File: config.mk
export PLATFORM = sky130hd
export DESIGN_NAME = alu_result_stage_flat
export DESIGN_NICKNAME = d
export VERILOG_FILES = /design/src/rtl/alu_result_stage_if.sv /design/src/rtl/alu_result_stage.sv /design/src/flat_wrapper.sv
export SDC_FILE = /design/constraint.sdc
export NUM_CORES = 1
export LEC_CHECK = 0
export BUFFER_PORTS_ARGS = -buffer_cell sky130_fd_sc_hd__buf_2
export CAP_MARGIN = 15
export CORE_AREA = 2 2 66 68
export CTS_CLUSTER_DIAMETER = 120
export DETAILED_ROUTE_END_ITERATION = 6
export DIE_AREA = 0 0 68 70
export HOLD_SLACK_MARGIN = 0.12
export PLACE_DENSITY = 0.76
export SETUP_SLACK_MARGIN = 0.4
export SYNTH_ARGS = -nofsm -noshare
export SYNTH_HDL_FRONTEND = slang
export SYNTH_SLANG_ARGS = --single-unit
File: constraint.sdc
create_clock -name CLK -period 2.5 [get_ports CLK]
set_clock_uncertainty 0.05 [all_clocks]
set_input_delay 0.125 -clock CLK [delete_from_list [all_inputs] [get_ports CLK]]
set_output_delay 0.125 -clock CLK [all_outputs]
set_load 0.02 [all_outputs]
File: src/rtl/alu_result_stage_if.sv
// Handshake/bus bundle between the ALU, the result stage and its consumer.
// The stage uses the slave view; the ALU/consumer side uses the master view.
interface alu_result_stage_if #(
    parameter int WIDTH = 16,
    parameter int DEPTH = 2
);
    localparam int CW = $clog2(DEPTH + 1);

    logic             IN_VALID;
    logic             IN_READY;
    logic [WIDTH-1:0] SUM;
    logic             COUT;
    logic [2:0]       SEL;
    logic             A_MSB;
    logic             B_MSB;
    logic             OUT_VALID;
    logic             OUT_READY;
    logic [WIDTH-1:0] RESULT;
    logic [3:0]       FLAGS;
    logic [2:0]       OP;
    logic [CW-1:0]    COUNT;

    modport slave (
        input  IN_VALID, SUM, COUT, SEL, A_MSB, B_MSB, OUT_READY,
        output IN_READY, OUT_VALID, RESULT, FLAGS, OP, COUNT
    );

    modport master (
        output IN_VALID, SUM, COUT, SEL, A_MSB, B_MSB, OUT_READY,
        input  IN_READY, OUT_VALID, RESULT, FLAGS, OP, COUNT
    );
endinterface

File: src/rtl/alu_result_stage.sv
// Registered ALU result/flag stage with an in-order FIFO of DEPTH entries.
// Optional sticky-overflow tracking is enabled by defining ALU_RES_STICKY_EN.
module alu_result_stage #(
    parameter int WIDTH = 16,
    parameter int DEPTH = 2
) (
    input  logic                CLK,
    input  logic                RST,
    alu_result_stage_if.slave   bus
`ifdef ALU_RES_STICKY_EN
    ,
    input  logic                CLR_STICKY,
    output logic                STICKY_V
`endif
);
    localparam int AW = (DEPTH > 1) ? $clog2(DEPTH) : 1;
    localparam int CW = $clog2(DEPTH + 1);
    localparam logic [CW-1:0] FULL = CW'(DEPTH);

    // Flags are fixed at capture time so the head never depends on live ALU inputs.
    function automatic logic [3:0] derive_flags(
        input logic [WIDTH-1:0] sum,
        input logic             cout,
        input logic [2:0]       sel,
        input logic             a_msb,
        input logic             b_msb
    );
        logic s, n, z, c, v;
        s = sum[WIDTH-1];
        n = s;
        z = (sum == '0);
        c = sel[2] ? 1'b0 : cout;
        case (sel)
            3'b000:  v = (a_msb == b_msb) & (s != a_msb);
            3'b001:  v = ~a_msb & s;
            3'b010:  v = (a_msb != b_msb) & (s != a_msb);
            3'b011:  v = a_msb & ~s;
            default: v = 1'b0;
        endcase
        return {n, z, c, v};
    endfunction

    logic [WIDTH-1:0] res_q  [DEPTH];
    logic [3:0]       flg_q  [DEPTH];
    logic [2:0]       op_q   [DEPTH];

    logic [AW-1:0] wr_ptr_q, wr_ptr_d;
    logic [AW-1:0] rd_ptr_q, rd_ptr_d;
    logic [CW-1:0] count_q,  count_d;

    logic empty, push, pop;

    assign empty        = (count_q == '0);
    assign bus.IN_READY = ~RST & (count_q < FULL);
    assign bus.OUT_VALID = ~empty;
    assign push         = bus.IN_VALID & bus.IN_READY;
    assign pop          = ~empty & bus.OUT_READY;

    always_comb begin
        wr_ptr_d = wr_ptr_q;
        rd_ptr_d = rd_ptr_q;
        count_d  = count_q;
        if (push) wr_ptr_d = wr_ptr_q + AW'(1);
        if (pop)  rd_ptr_d = rd_ptr_q + AW'(1);
        case ({push, pop})
            2'b10:   count_d = count_q + CW'(1);
            2'b01:   count_d = count_q - CW'(1);
            default: count_d = count_q;
        endcase
    end

    always_ff @(posedge CLK or posedge RST) begin
        if (RST) begin
            wr_ptr_q <= '0;
            rd_ptr_q <= '0;
            count_q  <= '0;
        end else begin
            wr_ptr_q <= wr_ptr_d;
            rd_ptr_q <= rd_ptr_d;
            count_q  <= count_d;
        end
    end

    // Storage holds data only; stale contents are masked by the empty check.
    always_ff @(posedge CLK) begin
        if (push) begin
            res_q[wr_ptr_q] <= bus.SUM;
            flg_q[wr_ptr_q] <= derive_flags(bus.SUM, bus.COUT, bus.SEL, bus.A_MSB, bus.B_MSB);
            op_q[wr_ptr_q]  <= bus.SEL;
        end
    end

    assign bus.RESULT = empty ? '0 : res_q[rd_ptr_q];
    assign bus.FLAGS  = empty ? '0 : flg_q[rd_ptr_q];
    assign bus.OP     = empty ? '0 : op_q[rd_ptr_q];
    assign bus.COUNT  = count_q;

`ifdef ALU_RES_STICKY_EN
    logic sticky_q;

    // A V=1 pop takes priority over a coincident clear.
    always_ff @(posedge CLK or posedge RST) begin
        if (RST) begin
            sticky_q <= 1'b0;
        end else if (pop && flg_q[rd_ptr_q][0]) begin
            sticky_q <= 1'b1;
        end else if (CLR_STICKY) begin
            sticky_q <= 1'b0;
        end
    end

    assign STICKY_V = sticky_q;
`endif
endmodule

File: src/flat_wrapper.sv
// flat-port wrapper written by rule: the top's interface ports become plain ports
module alu_result_stage_flat 
#(
    parameter int WIDTH = 16,
    parameter int DEPTH = 2
)
  (CLK, RST, bus_IN_VALID, bus_SUM, bus_COUT, bus_SEL, bus_A_MSB, bus_B_MSB, bus_OUT_READY, bus_IN_READY, bus_OUT_VALID, bus_RESULT, bus_FLAGS, bus_OP, bus_COUNT);
  alu_result_stage_if #(.WIDTH(WIDTH), .DEPTH(DEPTH)) bus_i ();
  input  logic CLK;
  input  logic RST;
  input wire logic [$bits(bus_i.IN_VALID)-1:0] bus_IN_VALID;
  input wire logic [$bits(bus_i.SUM)-1:0] bus_SUM;
  input wire logic [$bits(bus_i.COUT)-1:0] bus_COUT;
  input wire logic [$bits(bus_i.SEL)-1:0] bus_SEL;
  input wire logic [$bits(bus_i.A_MSB)-1:0] bus_A_MSB;
  input wire logic [$bits(bus_i.B_MSB)-1:0] bus_B_MSB;
  input wire logic [$bits(bus_i.OUT_READY)-1:0] bus_OUT_READY;
  output wire logic [$bits(bus_i.IN_READY)-1:0] bus_IN_READY;
  output wire logic [$bits(bus_i.OUT_VALID)-1:0] bus_OUT_VALID;
  output wire logic [$bits(bus_i.RESULT)-1:0] bus_RESULT;
  output wire logic [$bits(bus_i.FLAGS)-1:0] bus_FLAGS;
  output wire logic [$bits(bus_i.OP)-1:0] bus_OP;
  output wire logic [$bits(bus_i.COUNT)-1:0] bus_COUNT;
  assign bus_i.IN_VALID = bus_IN_VALID;
  assign bus_i.SUM = bus_SUM;
  assign bus_i.COUT = bus_COUT;
  assign bus_i.SEL = bus_SEL;
  assign bus_i.A_MSB = bus_A_MSB;
  assign bus_i.B_MSB = bus_B_MSB;
  assign bus_i.OUT_READY = bus_OUT_READY;
  assign bus_IN_READY = bus_i.IN_READY;
  assign bus_OUT_VALID = bus_i.OUT_VALID;
  assign bus_RESULT = bus_i.RESULT;
  assign bus_FLAGS = bus_i.FLAGS;
  assign bus_OP = bus_i.OP;
  assign bus_COUNT = bus_i.COUNT;
  alu_result_stage #(.WIDTH(WIDTH), .DEPTH(DEPTH)) u_core (.CLK(CLK), .RST(RST), .bus(bus_i));
endmodule
Word-level counts from Yosys, hierarchy flattened --
Memories as Yosys holds them, arrays and structs flattened. Cells that the tools add are included.
Storage, ports and cells: register bits 4, bits in writable memories 46, input bits 26, output and inout bits 27, word-level logic and storage cells 43, memories kept 3
Operators by class: add/sub/neg operators 4, $lt $le $gt $ge 1, equal/unequal tests 8, multiplexer cells 9, bitwise operators 11, reductions and logical operators 4
Memories:
- u_core.res_q | depth 2, width 16, read ports 1, clocked after Yosys merged registers in 0, wr ports 1, line alu_result_stage.sv:43 | logic [WIDTH-1:0] res_q [DEPTH];
- u_core.flg_q | depth 2, width 4, read ports 1, clocked after Yosys merged registers in 0, wr ports 1, line alu_result_stage.sv:44 | logic [3:0] flg_q [DEPTH];
- u_core.op_q | depth 2, width 3, read ports 1, clocked after Yosys merged registers in 0, wr ports 1, line alu_result_stage.sv:45 | logic [2:0] op_q [DEPTH];
Operators by type and width (number):
- $logic_not A16 Y1 | 1
- $mux W16 | 1
- $and A1 B1 Y1 | 7
- $eq A3 B2 Y1 const B | 2
- $mux W1 | 4
- $mux W4 | 1
- $not A1 Y1 | 4
- $pmux W1 S4 | 1
- $pmux W2 S2 | 1
- $eq A3 B1 Y1 const B | 1
- $logic_not A3 Y1 | 1
- $mux W3 | 1
- $add A1 B1 Y1 const B | 2
- $add A2 B1 Y2 const B | 1
- $eq A2 B1 Y1 const B | 1
- $eq A2 B2 Y1 const B | 1
- $logic_not A2 Y1 | 1
- $lt A2 B2 Y1 const B | 1
- $ne A1 B1 Y1 | 2
- $reduce_bool A2 Y1 | 1
- $sub A2 B1 Y2 const B | 1
- $eq A1 B1 Y1 | 1

Logic depth before layout (Yosys ltp) --
Gate-level depths: netlist of run 1.
word-level depth 5, depth in mapped cells 6, depth with buffers taken out 6

Worst setup path after synthesis of run 1 --
No wires, ideal clock.
kind reg-to-reg, start point reg u_core.count_q[1], in the netlist u_core.bus.COUNT[1], end point mem u_core.flg_q[0][0], enable pin, library setup time 0.401 ns, arrival 2.012 ns, data required time 2.049 ns, path slack 0.037 ns, stages on the path, launching flop included 4, path buffers 0, clock period less this slack 2.463 ns, path through dfrtp_1 > nor2_1 > nand2_1 > nor2_1
On the way: longest elaborated chain between the ends 5
RTL lines:
- start: declaration | line alu_result_stage.sv:49 | logic [CW-1:0] count_q, count_d;
- start signal: assignment | line alu_result_stage.sv:80 | count_q <= count_d;
- $lt A2 B2 Y1 | line alu_result_stage.sv:54 | assign bus.IN_READY = ~RST & (count_q < FULL);
- $and A1 B1 Y1 | line alu_result_stage.sv:54
- via bus_IN_READY | line flat_wrapper.sv:18 | output wire logic [$bits(bus_i.IN_READY)-1:0] bus_IN_READY;
- $and A1 B1 Y1 | line alu_result_stage.sv:56 | assign push = bus.IN_VALID & bus.IN_READY;
- $mux W1 | line alu_result_stage.sv:86 | if (push) begin
- $mux W1 (not written as such) | line alu_result_stage.sv:88 | flg_q[wr_ptr_q] <= derive_flags(bus.SUM, bus.COUT, bus.SEL, bus.A_MSB, bus.B_MSB);
- end: declaration | line alu_result_stage.sv:44
The timed path passes the listed nets, and every way through them passes these cells.

Worst setup path in the final report of run 1 --
start point reg u_core.count_q[1], in the netlist u_core.bus.COUNT[1], end point mem u_core.op_q[0][1], enable pin
On the way: longest elaborated chain between the ends 5
RTL lines:
- $lt A2 B2 Y1 | line alu_result_stage.sv:54
- $and A1 B1 Y1 | line alu_result_stage.sv:54
- $and A1 B1 Y1 | line alu_result_stage.sv:56
- $mux W1 | line alu_result_stage.sv:86
- $mux W1 (not written as such) | line alu_result_stage.sv:89 | op_q[wr_ptr_q] <= bus.SEL;
- end: declaration | line alu_result_stage.sv:45
Every way passes these cells.

==> impl_metrics.yaml, run 1 <==
outcome:
  status: "completed"
power:
  power_density_nw_per_um2: 1030
  sw_frac_of_total_pct: 36.9
  vdd_drop_max_mv: 0.437
  p_comb_share_pct: 41.4
  intPower_w: 0.00170
  switchingPower_w: 0.000993
  clkPwrFrac_pct: 19.7
  power.leakage_nw: 1.11
  seqPwrFrac_pct: 38.9
cts:
  clock_sinks: 48
  cts_buffers: 5
  root_buffer: "clkbuf_8"
  htreeDepth: 2
  cts_buffer_depth: 2
  path_clk_slew_ps: 80
  cts_resized: 0
  clk_latency_ps: 290
  cts_tree: "done"
grt:
  grt.total_usage_pct: 17.6
  grt_pass1_vias: 1371
  grt-ovfl-total: 0
  grt_max_degree: 25
  grt_pass1_wl_um: 6130
  grt_antenna_before_repair: 0
flow_run:
  cap_viol_max_count: 0
place:
  dp_slack_ps: 733
  place_congestion: 0.705
  portBuffers: 52
  place_inst: 229
  hpwl_um: 2480
setup_path:
  critPathLaunch: "u_core.bus.COUNT[1]$_DFFE_PP0P_"
  worstPathCellList: "nor2_1 -> nand2_1 -> nor2_4"
  cp-end-kind: "flip-flop"
  cp.required_ps: 2380
  path_class: "reg2reg"
  crit_buf_inv: 0
  cp_top_family: "simple AND/OR/NAND/NOR gates"
  start_kind: "flip-flop"
  critical-path-slowest-cell: "nor2_4"
  arrival_ps: 1650
  cp_slowest_stage_delay_ps: 530
  path_max_fanout: 22
  regToRegStartpoint: "u_core.bus.COUNT[1]$_DFFE_PP0P_"
timing:
  timing.setup.tns_ps: 0
  slew_violations: 0
  max_freq_ghz: 0.565
  hold_violations: 0
  tightest_slew_ps: 637
  slew-limit-headroom_pct: 57.4
  period_share_pct: 70.8
  finalCriticalPeriod_ps: 1770
  grt_setup_unrepaired: "no"
  setup_viol_count_final: 0
  worst_slack_ps: 729
hold_path:
  min_from: "bus_IN_VALID"
  hp-class: "in2reg"
floorplanning:
  num_io_pins: 53
  fp.dieArea_um2: 4760
  initial_utilization_pct: 48.0
  die_h_um: 70
  rows: 24
  die_w_um: 68
  coreArea_um2: 4140
synthesis:
  synth_cell_types: 21
  ys.flop_type: "edfxtp_1"
  synth_edf_count: 44
  ys_async_sr_fraction_pct: 8.33
  synth_top_area_share_pct: 66.4
  synth_top_area_cell: "edfxtp_1"
  syn_inst: 128
  ys_ff_latch: 48
  synth-seq-area-share_pct: 71.4
  synthesis.area_um2: 1990
  ys_warn_count: 0
  synth_area_per_cell_um2: 15.6
  ys_top_cells_by_area: "edfxtp_1, mux2i_1, dfrtp_1, nor2_1, ha_1"
  syn-num-nets: 157
route:
  viasPerCell: 4.87
  wirelength_um: 3700
  vias: 1256
  drtPass1Iterations: 4
  drtIter0Drc: 34
  wl_per_cell_um: 14.3
  ant_nets: 0
  drc_errors: 0
cells_and_area:
  nets: 234
  drive_gt1_share_pct: 32.5
  area_delta_synth_final_pct: 31.6
  antenna_cells: 0
  instances_no_fill: 258
  fillers: 333
metal layers:
layer / routed length (µm) / track usage (%) / part of all wire, % / vias to the layer above
met3: 166 / 5.48 / 4.5 / 4
met4: 22 / 4.67 / 0.59 / 0
met5: 0 / 0 / 0 / -
li1: - / - / - / 612
met1: 1530 / 19.1 / 41 / 600
met2: 1980 / 32.1 / 54 / 40
timing repair:
item,4_1_cts,5_1_grt
hold buffers,21,0
endpoints found under the hold margin,46,0
buffers inserted,0,0
cell usage in the layout, fill, tap and decap left out:
| master | netlist | final |
|---|---|---|
| xnor2_1 | 3 | 3 |
| a22oi_1 | 1 | 1 |
| dlygate4sd3_1 | 0 | 21 |
| and4_1 | 1 | 1 |
| clkbuf_8 | 0 | 5 |
| xor2_1 | 2 | 2 |
| nand2_1 | 1 | 1 |
| buf_2 | 3 | 52 |
| inv_2 | 1 | 1 |
| nor2_2 | 2 | 2 |
| mux2_2 | 1 | 1 |
| buf_4 | 1 | 3 |
| and3_1 | 1 | 1 |
| nor2_1 | 26 | 25 |
| ha_1 | 3 | 3 |
| dfrtp_1 | 4 | 4 |
| bufinv_16 | 0 | 1 |
| xnor3_1 | 1 | 1 |
| edfxtp_1 | 44 | 44 |
| inv_1 | 3 | 3 |
| clkinv_2 | 0 | 1 |
| nor2b_1 | 2 | 2 |
| nor2_4 | 0 | 1 |
| mux2i_1 | 22 | 22 |
| clkbuf_1 | 0 | 1 |
| nor4_1 | 4 | 4 |
worst register-to-register path: cells and delay by family (launching register included):
kind	cells	cell delay, ps
flops	1	440
simple gates	3	910
power groups by stage:
stage	Sequential, W	Clock (W)	Combinational [W]
after detailed placement	0.00107	0	0.00110
after global placement	0.00106	0	0.00108
after floorplan	0.00107	0	0.000784
after CTS	0.00105	0.000545	0.00113
final	0.00105	0.000530	0.00112
after global routing	0.00106	0.000580	0.00123
layout make-up:
| type | instances | area [µm²] | area share, % |
|---|---|---|---|
| timing repair buffer | 76 | 493 | 18.8 |
| multi-input combinational | 70 | 517 | 19.7 |
| tap | 52 | 65.1 | 2.48 |
| sequential | 48 | 1420 | 54.3 |
| clock buffer | 6 | 72.6 | 2.77 |
| inverter | 4 | 15.0 | 0.573 |
| clock inverter | 2 | 35.0 | 1.34 |
per-stage QoR:
stage	util (%)	cell area, µm²	hold WS [ps]	power, W
2_1_floorplan	-	2000	-159	0.00186
3_3_place_gp	55.5	2300	-32.2	0.00214
3_5_place_dp	55.5	2300	-23.2	0.00217
4_1_cts	63.2	2620	155	0.00273
5_1_grt	63.2	2620	182	0.00286
6_report	63.2	2620	159	0.00269
sequential cells by signal (all words and copies together), names as in the netlist:
register,flops
u_core.res_q,31
u_core.rd_ptr_q,1
u_core.wr_ptr_q,1
u_core.flg_q,7
u_core.bus.COUNT,2
u_core.op_q,6
cell families (layout without fill, tap and decap cells):
kind of cell    count (synthesis)  count (layout)  synth area share (%)
fa+ha+maj                       3               3                  1.89
compound gates                  1               1                 0.377
buf+inv                        10              88                  3.02
mux                            23              23                  11.6
simple gates                   37              37                  8.36
xor+xnor                        6               6                  3.33
flops                          48              48                  71.4
path summary, 6_finish.rpt:
| check | end | slack (ps) | cells past startpoint |
|---|---|---|---|
| min in group asynchronous | u_core.bus.COUNT[1]$_DFFE_PP0P_ | 200 | 3 |
| max in group asynchronous | u_core.bus.COUNT[0]$_DFFE_PP0P_ | 2050 | 3 |
| min reg2reg | u_core.wr_ptr_q$_DFFE_PP0N_ | 500 | 1 |
| min | u_core.wr_ptr_q$_DFFE_PP0N_ | 160 | 3 |
| max reg2reg | u_core.op_q[0][1]$_DFFE_PP_ | 730 | 3 |
| max | u_core.op_q[0][1]$_DFFE_PP_ | 730 | 3 |
cell usage after synthesis (2+ instances only):
master,instances
xor2_1,2
inv_1,3
ha_1,3
buf_2,3
edfxtp_1,44
nor4_1,4
mux2i_1,22
dfrtp_1,4
xnor2_1,3
nor2b_1,2
nor2_2,2
nor2_1,26
buf_6,2
Note: power is estimated with default switching activity, not from simulation.
==> run 2, diff against run 1 <==
==> constraint.sdc (replaced) <==
create_clock -name CLK -period 1.8 [get_ports CLK]
set_clock_uncertainty 0.05 [all_clocks]
set_input_delay 0.09 -clock CLK [delete_from_list [all_inputs] [get_ports CLK]]
set_output_delay 0.09 -clock CLK [all_outputs]
set_load 0.02 [all_outputs]
==> run 2 against run 1 <==
  * Cell count increased by 4.7%
  * Routed wire length rose by 19%
  * Flip-flop and latch count unchanged
  * Hold slack worse by 12 ps
  * Non-clock buffer count is 11 higher
  * Combinational power up 74%
  * First-iteration DRC count rose by 82%
  * Via count grew 8.5%
  * Cell area is 9.8% higher
  * Sequential share of layout area is 4.7 points lower
  * Core utilization grew 6.2 points
  * Worst setup slack lost 450 ps
  * Critical endpoint is now bus_OP[2]
==> impl_metrics.yaml, run 2 (synthesized netlist as in run 1, its figures left out) <==
cells_and_area:
  layout_common_cells: "buf_2, edfxtp_1, nor2_1"
  antenna_cells: 0
  drive_gt1_share_pct: 40.4
  final_common_cell: "buf_2"
  instances_no_fill: 270
  area_delta_synth_final_pct: 44.4
  top_regs: "u_core.res_q: 31 flops, u_core.flg_q: 7 flops, u_core.op_q: 6 flops"
  fillers: 295
  largest-register: "u_core.res_q"
  nets: 246
  largest_reg_flops: 31
floorplanning:
  die_h_um: 70
  die_w_um: 68
  initial_utilization_pct: 48.0
  rows: 24
  num_io_pins: 53
  coreArea_um2: 4140
  fp.dieArea_um2: 4760
setup_path:
  r2r_cells: 6
  cp-end-kind: "output pin"
  arrival_ps: 1380
  r2r_end: "u_core.bus.COUNT[1]$_DFFE_PP0P_"
  regToRegStartpoint: "u_core.bus.COUNT[1]$_DFFE_PP0P_"
  start_kind: "flip-flop"
  path_max_fanout: 12
  cp.required_ps: 1660
  r2r_slack_ps: 380
  path_class: "reg2out"
cts:
  cts_buffer_depth: 2
  cts_buffers: 5
  root_buffer: "clkbuf_8"
  clock_sinks: 48
  cts_tree: "done"
  htreeDepth: 2
  path_clk_slew_ps: 80
  clk_latency_ps: 310
timing:
  hold_violations: 0
  max_freq_ghz: 0.656
  timing.setup.tns_ps: 0
  finalCriticalPeriod_ps: 1520
  tightest_slew_ps: 323
  slew-limit-headroom_pct: 78.3
  slew_violations: 0
  setup_viol_count_final: 0
  grt_setup_unrepaired: "yes"
  period_share_pct: 84.7
grt:
  grt_pass1_wl_um: 6030
  grt_max_degree: 24
  grt_antenna_before_repair: 0
  grt.total_usage_pct: 17.7
  grt-ovfl-total: 0
  grt_pass1_vias: 1322
place:
  place_congestion: 0.728
  portBuffers: 52
  place_inst: 229
  hpwl_um: 2390
route:
  wl_per_cell_um: 16.3
  drtIter0Drc: 62
  drtPass1Iterations: 4
  wirelength_um: 4390
  viasPerCell: 5.05
  ant_nets: 0
  vias: 1363
  drc_errors: 0
flow_run:
  cap_viol_max_count: 0
power:
  vdd_drop_max_mv: 0.635
  power.leakage_nw: 1.21
  power_density_nw_per_um2: 1470
  power_w: 0.00423
hold_path:
  min_from: "bus_OUT_READY"
  hp-class: "in2reg"
  holdPathEnd: "u_core.rd_ptr_q$_DFFE_PP0P_"
  hold_depth: 3
outcome:
  status: "completed"
## run 2: cell count changes in the layout (fill, tap and decap cells not counted), sizes merged
cell and change:
buf +7, and3 +1, clkbuf +1, clkinv -1
clkinvlp +1, dlygate4sd3 +1, dlymetal6s4s +1, inv +1
## run 2: how the worst max path moves through the flow
stage | startpoint | to | slack (ps) | cells past startpoint
global placement | u_core.bus.COUNT[1]$_DFFE_PP0P_ | u_core.res_q[1][7]$_DFFE_PP_ | 320 | 2
detailed placement | u_core.bus.COUNT[1]$_DFFE_PP0P_ | u_core.res_q[1][0]$_DFFE_PP_ | 290 | 2
CTS | u_core.rd_ptr_q$_DFFE_PP0P_ | bus_FLAGS[3] | 290 | 4
finish | u_core.rd_ptr_q$_DFFE_PP0P_ | bus_OP[2] | 280 | 4
floorplan | u_core.bus.COUNT[1]$_DFFE_PP0P_ | u_core.flg_q[0][0]$_DFFE_PP_ | 210 | 3
global route | u_core.rd_ptr_q$_DFFE_PP0P_ | bus_RESULT[8] | 240 | 4
## run 2: critical path, stage by stage (launching register included)
cell and delay (ps):
dfrtp_2 450, buf_12 170, mux2i_1 120, nor2_1 160, buf_4 170
## run 2: power breakdown
part           leakage [nW]  total, W  switching, W  internal [W]
Clock                0.0548  0.000786      0.000368      0.000418
Combinational         0.713   0.00195       0.00109      0.000861
Sequential            0.447   0.00149      0.000106       0.00138
Total                  1.21   0.00423       0.00157       0.00266
## run 2: routing by layer
metal  track usage, %  up-vias  part of all wire (%)
li1                 -      642                     -
met5                0        -                     0
met2             30.6       53                    53
met1             18.4      661                    39
met3             5.48        7                   5.9
met4             9.78        0                   2.0
## run 2: area by class of cell
class                   count  area (µm²)  area share [%]
inverters                   4        15.0           0.522
clock inverters             3        46.3            1.61
multi-input cells          71         578            20.1
well taps                  52        65.1            2.26
repair buffers             87         677            23.5
flip-flops and latches     48        1430            49.6
clock buffers               5        68.8            2.39
## run 2: stage by stage
step                      area (µm²)  util [%]  worst slack [ps]  hold WS (ps)
after floorplan                 2010         -               211          -194
after global placement          2320      55.9               324         -44.2
after detailed placement        2320      55.9               290         -34.8
after CTS                       2720      65.6               293           135
after global routing            2880      69.4               241           163
final                           2880      69.4               276           147
## run 2: timing repair
item	CTS	global route
setup buffers	1	5
hold buffers	22	1
gates cloned	0	4
setup endpoints to repair	69	69
endpoints found under the hold margin	47	4
gates resized for setup	13	13
pin swaps	2	4
